--- config.mk ---
export PLATFORM = sky130hd
export DESIGN_NAME = kernel_fetch_flat
export DESIGN_NICKNAME = d
export VERILOG_FILES = /design/src/rtl/kernel_fetch_if.sv /design/src/rtl/kernel_fetch.sv /design/src/flat_wrapper.sv
export SDC_FILE = /design/constraint.sdc
export NUM_CORES = 1
export LEC_CHECK = 0
export ABC_AREA = 1
export CORE_ASPECT_RATIO = 0.5
export CORE_UTILIZATION = 53
export CTS_BUF_LIST = sky130_fd_sc_hd__clkbuf_4
export CTS_CLUSTER_SIZE = 20
export DETAILED_ROUTE_END_ITERATION = 6
export GPL_ROUTABILITY_DRIVEN = 0
export HOLD_SLACK_MARGIN = 0.05
export PLACE_DENSITY = 0.8
export RECOVER_POWER = 25
export SETUP_SLACK_MARGIN = 0.3
export SLEW_MARGIN = 25
export SYNTH_ARGS = -nofsm -noshare
export SYNTH_HDL_FRONTEND = slang
export SYNTH_SLANG_ARGS = --single-unit
--- constraint.sdc ---
create_clock -name clk -period 4.2 [get_ports clk]
set_clock_uncertainty 0.05 [all_clocks]
set_input_delay 0.42 -clock clk [delete_from_list [all_inputs] [get_ports clk]]
set_output_delay 0.42 -clock clk [all_outputs]
set_load 0.1 [all_outputs]
--- src/rtl/kernel_fetch_if.sv ---
// Bank read bus and kernel stream between kernel_fetch (master) and the
// pixel banks / downstream morphology stage (slave).
interface kernel_fetch_if #(
  parameter int AW = 17
);
  logic [AW-1:0] bank_addr_a, bank_addr_b, bank_addr_c;
  logic          bank_en;
  logic          bank_dout_a, bank_dout_b, bank_dout_c;
  logic [8:0]    kernel_out;
  logic          kernel_valid;
  logic          kernel_ready;
  logic [8:0]    center_x;
  logic [7:0]    center_y;
  logic          kernel_last;

  modport master (
    output bank_addr_a, bank_addr_b, bank_addr_c, bank_en,
    output kernel_out, kernel_valid, center_x, center_y, kernel_last,
    input  bank_dout_a, bank_dout_b, bank_dout_c, kernel_ready
  );

  modport slave (
    input  bank_addr_a, bank_addr_b, bank_addr_c, bank_en,
    input  kernel_out, kernel_valid, center_x, center_y, kernel_last,
    output bank_dout_a, bank_dout_b, bank_dout_c, kernel_ready
  );
endinterface

--- src/rtl/kernel_fetch.sv ---
// Raster-scans one frame of the row-interlaced 1-bit banks and streams a 3x3
// neighbourhood per pixel; out-of-image neighbours read as 0.
module kernel_fetch #(
  parameter int W  = 320,
  parameter int H  = 240,
  parameter int AW = 17
) (
  input  logic       clk,
  input  logic       reset,
  input  logic       start,
  input  logic [1:0] frame_sel,
  output logic       busy,
  output logic       done,
  kernel_fetch_if.master bus
);
  localparam logic [8:0]    LASTK = 9'(W);
  localparam logic [7:0]    LASTR = 8'(H - 1);
  localparam logic [AW-1:0] FSZ   = AW'(W * (H / 3));
  localparam logic [AW-1:0] WA    = AW'(W);

  typedef enum logic [1:0] {IDLE, SCAN, DONE} state_t;

  // Tag travelling with a fetched column until its data returns from the banks.
  typedef struct packed {
    logic       vld;
    logic       pad;
    logic       last;
    logic [8:0] k;
    logic [7:0] r;
    logic [1:0] sel_t, sel_m, sel_b;
    logic       zt, zb;
  } tag_t;

  state_t        state, state_nx;
  logic [1:0]    frame, m, m1, m2;
  logic [8:0]    k;
  logic [7:0]    r, rq, q_top, q_bot;
  logic          fdone, advance, fetch, ztop, zbot;
  tag_t          s1;
  logic [2:0]    wl, wm, dcol;
  logic [3:0]    dv;
  logic [AW-1:0] addr [3];
  logic [8:0]    kout, cx;
  logic [7:0]    cy;
  logic          kval, klast;

  function automatic logic [AW-1:0] row_addr(input logic [1:0] f, input logic [7:0] q,
                                             input logic [8:0] col);
    return AW'(f) * FSZ + AW'(q) * WA + AW'(col);
  endfunction

  always_comb begin
    state_nx = state;
    case (state)
      IDLE:    if (start && frame_sel != 2'd3) state_nx = SCAN;
      SCAN:    if (kval && bus.kernel_ready && klast) state_nx = DONE;
      default: state_nx = IDLE;
    endcase
  end

  assign advance = !kval || bus.kernel_ready;
  assign fetch   = (state == SCAN) && advance;
  assign busy    = (state == SCAN);
  assign done    = (state == DONE);

  // m = r%3 is the bank of row r; m1/m2 are the banks of rows r+1 / r-1.
  assign m1    = (m == 2'd2) ? 2'd0 : m + 2'd1;
  assign m2    = (m == 2'd0) ? 2'd2 : m - 2'd1;
  assign q_bot = (m == 2'd2) ? rq + 8'd1 : rq;
  assign q_top = (m == 2'd0) ? rq - 8'd1 : rq;
  assign ztop  = (r == 8'd0);
  assign zbot  = (r == LASTR);

  always_comb begin
    for (int b = 0; b < 3; b++) begin
      addr[b] = '0;
      if (state == SCAN) begin
        if (2'(b) == m)                addr[b] = row_addr(frame, rq, k);
        else if (2'(b) == m1 && !zbot) addr[b] = row_addr(frame, q_bot, k);
        else if (2'(b) == m2 && !ztop) addr[b] = row_addr(frame, q_top, k);
      end
    end
  end

  // Column returned by the banks, reordered top/mid/bottom and zero-forced.
  assign dv   = {1'b0, bus.bank_dout_c, bus.bank_dout_b, bus.bank_dout_a};
  assign dcol = {dv[s1.sel_t] & !s1.zt, dv[s1.sel_m], dv[s1.sel_b] & !s1.zb} & {3{!s1.pad}};

  always_ff @(posedge clk) begin
    if (!reset) begin
      state <= IDLE;
      frame <= '0;  k <= '0;  r <= '0;  m <= '0;  rq <= '0;  fdone <= 1'b0;
      s1    <= '0;  wl <= '0; wm <= '0;
      kout  <= '0;  kval <= 1'b0; cx <= '0; cy <= '0; klast <= 1'b0;
    end else begin
      state <= state_nx;
      if (state == IDLE && state_nx == SCAN) begin
        frame <= frame_sel;
        k <= '0;  r <= '0;  m <= '0;  rq <= '0;  fdone <= 1'b0;  s1 <= '0;
      end else if (fetch) begin
        s1.vld   <= !fdone;
        s1.pad   <= (k == LASTK);
        s1.last  <= (k == LASTK) && (r == LASTR);
        s1.k     <= k;
        s1.r     <= r;
        s1.sel_t <= m2;
        s1.sel_m <= m;
        s1.sel_b <= m1;
        s1.zt    <= ztop;
        s1.zb    <= zbot;
        if (k == LASTK) begin
          k <= '0;
          if (r == LASTR) fdone <= 1'b1;
          else begin
            r <= r + 8'd1;
            m <= m1;
            if (m == 2'd2) rq <= rq + 8'd1;
          end
        end else begin
          k <= k + 9'd1;
        end
        // Column 0 of each row starts a fresh window; its left neighbour is 0.
        if (s1.vld) begin
          wl    <= (s1.k == 9'd0) ? 3'b000 : wm;
          wm    <= dcol;
          kval  <= (s1.k != 9'd0);
          kout  <= {wl[2], wm[2], dcol[2], wl[1], wm[1], dcol[1], wl[0], wm[0], dcol[0]};
          cx    <= s1.k - 9'd1;
          cy    <= s1.r;
          klast <= s1.last;
        end else begin
          kval  <= 1'b0;
        end
      end
    end
  end

  assign bus.bank_addr_a  = addr[0];
  assign bus.bank_addr_b  = addr[1];
  assign bus.bank_addr_c  = addr[2];
  assign bus.bank_en      = fetch;
  assign bus.kernel_out   = kout;
  assign bus.kernel_valid = kval;
  assign bus.center_x     = cx;
  assign bus.center_y     = cy;
  assign bus.kernel_last  = klast;
endmodule
--- src/flat_wrapper.sv ---
// flat-port wrapper written by rule: the top's interface ports become plain ports
module kernel_fetch_flat 
#(
  parameter int W  = 320,
  parameter int H  = 240,
  parameter int AW = 17
)
  (clk, reset, start, frame_sel, busy, done, bus_bank_addr_a, bus_bank_addr_b, bus_bank_addr_c, bus_bank_en, bus_kernel_out, bus_kernel_valid, bus_center_x, bus_center_y, bus_kernel_last, bus_bank_dout_a, bus_bank_dout_b, bus_bank_dout_c, bus_kernel_ready);
  kernel_fetch_if #(.AW(AW)) bus_i ();
  input  logic clk;
  input  logic reset;
  input  logic start;
  input  logic [1:0] frame_sel;
  output logic busy;
  output logic done;
  output wire logic [$bits(bus_i.bank_addr_a)-1:0] bus_bank_addr_a;
  output wire logic [$bits(bus_i.bank_addr_b)-1:0] bus_bank_addr_b;
  output wire logic [$bits(bus_i.bank_addr_c)-1:0] bus_bank_addr_c;
  output wire logic [$bits(bus_i.bank_en)-1:0] bus_bank_en;
  output wire logic [$bits(bus_i.kernel_out)-1:0] bus_kernel_out;
  output wire logic [$bits(bus_i.kernel_valid)-1:0] bus_kernel_valid;
  output wire logic [$bits(bus_i.center_x)-1:0] bus_center_x;
  output wire logic [$bits(bus_i.center_y)-1:0] bus_center_y;
  output wire logic [$bits(bus_i.kernel_last)-1:0] bus_kernel_last;
  input wire logic [$bits(bus_i.bank_dout_a)-1:0] bus_bank_dout_a;
  input wire logic [$bits(bus_i.bank_dout_b)-1:0] bus_bank_dout_b;
  input wire logic [$bits(bus_i.bank_dout_c)-1:0] bus_bank_dout_c;
  input wire logic [$bits(bus_i.kernel_ready)-1:0] bus_kernel_ready;
  assign bus_bank_addr_a = bus_i.bank_addr_a;
  assign bus_bank_addr_b = bus_i.bank_addr_b;
  assign bus_bank_addr_c = bus_i.bank_addr_c;
  assign bus_bank_en = bus_i.bank_en;
  assign bus_kernel_out = bus_i.kernel_out;
  assign bus_kernel_valid = bus_i.kernel_valid;
  assign bus_center_x = bus_i.center_x;
  assign bus_center_y = bus_i.center_y;
  assign bus_kernel_last = bus_i.kernel_last;
  assign bus_i.bank_dout_a = bus_bank_dout_a;
  assign bus_i.bank_dout_b = bus_bank_dout_b;
  assign bus_i.bank_dout_c = bus_bank_dout_c;
  assign bus_i.kernel_ready = bus_kernel_ready;
  kernel_fetch #(.W(W), .H(H), .AW(AW)) u_core (.clk(clk), .reset(reset), .start(start), .frame_sel(frame_sel), .busy(busy), .done(done), .bus(bus_i));
endmodule
* Word level (Yosys, flattened, before mapping)
Index checks and enable logic that the tools add are counted.
** Word-level totals
- Bits in registers :: 94
- Bits of input ports :: 9
- Output and inout bits :: 82
- Logic and storage cells :: 123
** Cells by class
- Add/sub/neg operators :: 13
- Multipliers :: 4
- Order comparisons :: 3
- Eq/ne operators :: 13
- Muxes and demuxes :: 28
- Bitwise gates (word level) :: 6
- Reductions and logical operators :: 32
** Operator list (number)
- $mux 17 :: 12
- $add 17x17->17 :: 3
- $add 17x9->17 :: 3
- $mul 8x3->11 const B :: 3
- $add 8x1->8 const B :: 2
- $mux 8 :: 2
- $logic_and 1x1->1 :: 12
- $add 9x1->9 const B :: 1
- $eq 9x9->1 const B :: 1
- $logic_not 9->1 :: 1
- $lt 2x3->1 const B :: 3
- $mux 9 :: 1
- $reduce_and 3->1 :: 3
- $reduce_bool 9->1 :: 1
- $sub 9x1->9 const B :: 1
- $eq 8x8->1 const B :: 1
- $logic_not 2->1 :: 4
- $logic_not 8->1 :: 1
- $mux 2 :: 4
- $sub 8x1->8 const B :: 1
- $logic_not 1->1 :: 7
- $mul 2x5->7 const B :: 1
- $bmux 1 s2 :: 3
- $eq 1x2->1 const A :: 3
- 15 further kinds :: 25

* Depth between registers and ports, before layout
- Depth after elaboration :: 9
- Mapped depth :: 29
- Gate-level depth less buffers :: 28

* Worst setup path before layout
No wires, ideal clock.
- Kind :: reg2out
- Start point :: register u_core.m[0]
- End point :: output port bus_bank_addr_b[10]
- Arrival :: 5073 ps
- Required time :: 3730 ps
- Path slack :: -1343 ps
- Cell stages (with the launch flop) :: 15
- Buffers on the path :: 1
- Path through :: dfxtp_1 inv_1 ha_1 inv_2 clkbuf_1 nand2_1 o21ai_0 ha_1 ha_1 fa_1 ha_1 xor2_1 inv_1 a21oi_1 a211oi_1
** Between the ends
- Cells in the longest elaborated chain, start to end :: 9
- Elaborated cells between the ends (all ways) :: 23
- Those cells by class :: add/sub (6); mul (2); eq/ne (4); mux (8); reduce/logical (3)
** Ends and longest elaborated chain
- start: declaration :: line kernel_fetch.sv:35 : logic [1:0] frame, m, m1, m2;
- start signal: assignment :: line kernel_fetch.sv:116 : m <= m1;
- $logic_not 2->1 :: line kernel_fetch.sv:68, kernel_fetch.sv:70
- $mux 8 :: line kernel_fetch.sv:70 : assign q_top = (m == 2'd0) ? rq - 8'd1 : rq;
- $mul 8x3->11 :: line kernel_fetch.sv:49 : return AW'(f) * FSZ + AW'(q) * WA + AW'(col);
- $add 17x17->17 :: line kernel_fetch.sv:49
- $add 17x9->17 :: line kernel_fetch.sv:49
- $mux 17 :: line kernel_fetch.sv:80 : else if (2'(b) == m2 && !ztop) addr[b] = row_addr(frame, q_top, k);
- $mux 17 :: line kernel_fetch.sv:79 : else if (2'(b) == m1 && !zbot) addr[b] = row_addr(frame, q_bot, k);
- $mux 17 * :: line kernel_fetch.sv:78 : if (2'(b) == m) addr[b] = row_addr(frame, rq, k);
- $mux 17 * :: line kernel_fetch.sv:77 : if (state == SCAN) begin
- end: declaration :: line flat_wrapper.sv:17 : output wire logic [$bits(bus_i.bank_addr_b)-1:0] bus_bank_addr_b;
Mark *: on every way between the ends. The rest lies on a longest branch, timed or not.

* Final worst setup path
- Start point :: register u_core.m[0]
- End point :: output port bus_bank_addr_b[16]
** Between the ends
- Elaborated cells between the ends (all ways) :: 23
- Those cells by class :: add/sub (6); mul (2); eq/ne (4); mux (8); reduce/logical (3)
** RTL lines
- $sub 2x1->2 or $logic_not 2->1 (tied branches) :: line kernel_fetch.sv:68 : assign m2 = (m == 2'd0) ? 2'd2 : m - 2'd1;
- $mux 2 * :: line kernel_fetch.sv:68
- net u_core.m2[0] :: line kernel_fetch.sv:35
- $eq 1x2->1 * :: line kernel_fetch.sv:80
- $logic_and 1x1->1 * :: line kernel_fetch.sv:80
- $mux 17 * :: line kernel_fetch.sv:80
- $mux 17 * :: line kernel_fetch.sv:79
- $mux 17 * :: line kernel_fetch.sv:78
- $mux 17 * :: line kernel_fetch.sv:77
The timed path passes the listed nets; every way through them passes the cells marked *.

==> impl_summary.md <==
Run status
The flow ran to the end, but the final reports show violations. The final reports fail on capacitance limit, slew limit, setup timing.

Floorplanning
Row generation in the floorplan step produced 30 rows. The region available for standard cell placement spans 13700 um2. From left edge to right edge, the die measures 170 um. The die span in y is 86.1 um. The area enclosed by the die boundary is between 10000 and 15000 um2.

Once the floorplan was initialized, standard cells occupied between 50% and 60% of the core. The boundary pin count is 91.

Final layout
Excluding fillers, the count of instances in the completed layout stands at roughly 1500. The layout-stage area growth over the synthesis result is 40.4%. The count of antenna diodes in the layout is 0. Cells fill 77.1% of the core in the end. The final layout contains 1389 nets.

The count of filler cells inserted in the layout is around 960. The cell area after layout is 10500 um2. The share of layout cells above drive strength 1 is 29.2%.

Power
The switching power share of the total is about a third. The share of power burned in registers is 50.3%. In this run the static leakage power is about 4.8 nW. The sum of internal, switching and leakage power is 1.76 mW.

The total power per unit cell area is 167 nW/um2. The worst voltage drop across the vdd grid is 0.000129 V. The cell-internal power is 1.14 mW. The share of total power in combinational logic is 23.5%.

For this design the total switching power over the nets is 0.618 mW. The proportion of power drawn by the clock network is 26.1%.

Clocking
The number of buffers inserted during clock tree synthesis is 9. The clock sink total is 91. The number of buffers between clock root and the deepest sink is 2.

The total of hold buffers inserted after clock tree synthesis is 0. The later pin in the worst-skew pair is clocked with a latency of 0.45 ns. The tree is rooted in a sky130_fd_sc_hd__clkbuf_4. The clock-pin slew of the registers on the worst-case setup and hold paths is 0.16 ns.

TritonCTS built the clock tree. The H-tree was split into 3 levels.

Global routing
Global routing used between 30% and 40% of the available tracks. Entering global routing, the biggest net connects 38 pins. The global-route wire length before repair is 38100 um. The number of global-route vias before repair is between 7000 and 8000. The initial antenna violation count is 0. The sum of overflow across all layers after global routing is 0.

Job
Across the run, the number of max-cap violations was 1.

Synthesis
After synthesis the netlist holds a flip-flop and latch count of 91. The largest area contributor in the netlist is sky130_fd_sc_hd__dfxtp_1. The post-synthesis cell count is 1149. Yosys printed 0 warnings. The mean cell area of the mapped netlist is 6.53 um2. The dominant synthesized flop cell is sky130_fd_sc_hd__dfxtp_1.

Of all flip-flops after synthesis, the portion carrying an async set or reset was 0%. Sorting the synthesized cells by area gives the leading types as sky130_fd_sc_hd__dfxtp_1, sky130_fd_sc_hd__nand2_1, sky130_fd_sc_hd__ha_1. The total nets after synthesis is 1236. The area of the mapped netlist is 7500 um2. By count the netlist is led by sky130_fd_sc_hd__nand2_1, sky130_fd_sc_hd__inv_1, sky130_fd_sc_hd__a21oi_1. In the post-synthesis netlist, the cell with the most instances is sky130_fd_sc_hd__nand2_1. Yosys mapped the design onto 49 distinct sky130hd cell types.

The synthesized design contains 0 enable-type register cells. Summed over its instances, the top area cell type makes up 24.3% of the synthesized netlist area. The portion of the post-synthesis area used by sequential elements is 24.3%.

Drt
The average wire per cell in the routed design is 17.5 um. The DRC violation count after routing is 0. Dividing the detail-routed via count by the number of cells gives 5.95. The iteration-0 DRC count of the detailed router is 850.

For this block, the via count after detailed routing is ~8900. For this run, the detailed router's first-pass iteration total came to 5. The routed wire length is 26200 um.

The count of antenna-violating nets left after detailed routing is 0.

Timing
The final number of max-transition violations is 38. The worst-case hold slack is 0.408 ns. Headroom to the max-slew limit came out at -13.6%. For the final routed database, the setup TNS stands at -12.59 ns. Dividing the final minimum period by the clock period gives 120%. Setup repair after global routing could not meet its margin everywhere.

Setup violations remaining at the end of the flow were counted as 21. The maximum operating frequency is 0.198 GHz. The slew at the pin with the worst max-slew slack is 1.70 ns. After layout, the worst setup slack is -0.856 ns. Counting I/O delays and the setup requirement, the final critical path takes 5.06 ns. The number of hold violations in the final report is 0.

Setup path
For the worst setup path, the data arrival time is 4.59 ns. For the worst setup path, the data required time is around 3.7 ns. Of all nets on the critical path, the largest fanout is 5.

The worst setup path is captured at an output port. The kind of start point of the critical path is a register. The critical path in this run is classified as reg -> out.

Worst hold path
In this run the worst hold path is classified as reg -> reg.

Place
The worst setup timing slack at the placement stage is -0.211 ns. The count of input and output buffers is 90. After legalization and detailed placement, the total HPWL measured between 15000 and 20000 um.

The post-detailed-placement cell area is 9420 um2. Counting tap cells, the placed design contains a total of approximately 1500 instances.
[registers in the layout, indices dropped and copies added, names as in the netlist, 2 cells and up]
signal and cells:
u_core.r 8, u_core.state 2, u_core.s1 28, u_core.rq 8, u_core.wl 3, u_core.frame 2, u_core.k 9, u_core.bus.center_y 8
u_core.m 2, u_core.bus.kernel_out 9, u_core.bus.center_x 9
[worst max-delay path: stages (launching register included)]
cell and delay (ns):
sky130_fd_sc_hd__dfxtp_2 0.38, sky130_fd_sc_hd__inv_4 0.05, sky130_fd_sc_hd__ha_4 0.18, sky130_fd_sc_hd__buf_4 0.17, sky130_fd_sc_hd__a21oi_1 0.29, sky130_fd_sc_hd__nor2_2 0.14, sky130_fd_sc_hd__ha_1 0.33, sky130_fd_sc_hd__inv_1 0.07
sky130_fd_sc_hd__fa_2 0.42, sky130_fd_sc_hd__o21ai_2 0.15, sky130_fd_sc_hd__a21o_1 0.16, sky130_fd_sc_hd__a21oi_2 0.07, sky130_fd_sc_hd__xor2_1 0.15, sky130_fd_sc_hd__ha_1 0.34, sky130_fd_sc_hd__nand2_2 0.08, sky130_fd_sc_hd__inv_2 0.06
sky130_fd_sc_hd__nand4_1 0.15, sky130_fd_sc_hd__nor3_1 0.26, sky130_fd_sc_hd__nor2_1 0.10, sky130_fd_sc_hd__nand2_2 0.11, sky130_fd_sc_hd__nand3_2 0.08, sky130_fd_sc_hd__nand3_2 0.08, sky130_fd_sc_hd__nand2_2 0.07, sky130_fd_sc_hd__clkinvlp_4 0.08
sky130_fd_sc_hd__buf_12 0.16
[worst paths after layout]
path	from	to	slack, ns	cells after the start
hold reg to reg	u_core.s1[10]$_SDFFE_PP0P_	u_core.bus.center_y[2]$_SDFFE_PN0P_	0.41	2
setup / recovery	u_core.m[0]$_SDFFE_PP0P_	bus_bank_addr_b[16]	-0.86	24
hold / removal	u_core.s1[10]$_SDFFE_PP0P_	u_core.bus.center_y[2]$_SDFFE_PN0P_	0.41	2
setup reg to reg	u_core.state[1]$_SDFF_PN0_	u_core.k[1]$_SDFFE_PP0P_	0.72	9
[cell usage in the layout (no fill, tap or decap), drive strengths merged, types with 3 or more instances in the layout]
master         count
a211oi            15
or2                4
o21a               3
nor2              97
xor2              17
fa                 6
o21ai             58
clkinvlp          10
clkbuf            10
a31oi              6
ha                72
nand2            280
o211ai             4
xnor2             20
dfxtp             91
nand4             14
a21o               3
nand3             99
inv              165
clkdlybuf4s50     37
buf              135
nor3              20
o221ai             5
a21oi            112
clkinv             3
o21bai             4
o22ai              3
[cell families after synthesis]
logic type | after synthesis | synth area share [%]
flops | 91 | 24.3
xor+xnor | 37 | 4.32
simple gates | 520 | 30.6
buf+inv | 203 | 10.5
compound gates | 220 | 16.6
fa+ha+maj | 78 | 13.6
[metal layers]
metal,up-vias,global-route usage (%),wire (um)
li1,4074,-,-
met1,4114,43.5,10800
met2,568,54.4,11800
met3,167,4.52,2260
met4,0,10.6,1370
met5,-,0,0
[power groups by stage]
stage                     registers [mW]  logic, mW  clock network (mW)
after CTS                          0.888      0.368               0.472
after floorplan                    0.926      0.223                   0
after global routing               0.889      0.436               0.505
after detailed placement           0.906      0.348                   0
after global placement             0.905      0.341                   0
final                              0.887      0.415               0.461
[cell type report]
type                    instances  area, um2  area share, %
clock buffers                   9       67.6          0.642
clock inverters                 7       57.6          0.547
inverters                     171        683           6.49
multi-input cells             855       5920           56.2
flip-flops and latches         91       1840           17.4
well taps                     192        240           2.28
repair buffers                174       1730           16.4
[what timing repair did]
item                                    in CTS  in global routing
setup buffers                                7                 13
endpoints found under the setup margin      22                 43
pin swaps                                   56                 75
resized for setup                           75                124
No activity file was read; power rests on OpenSTA's default activity.
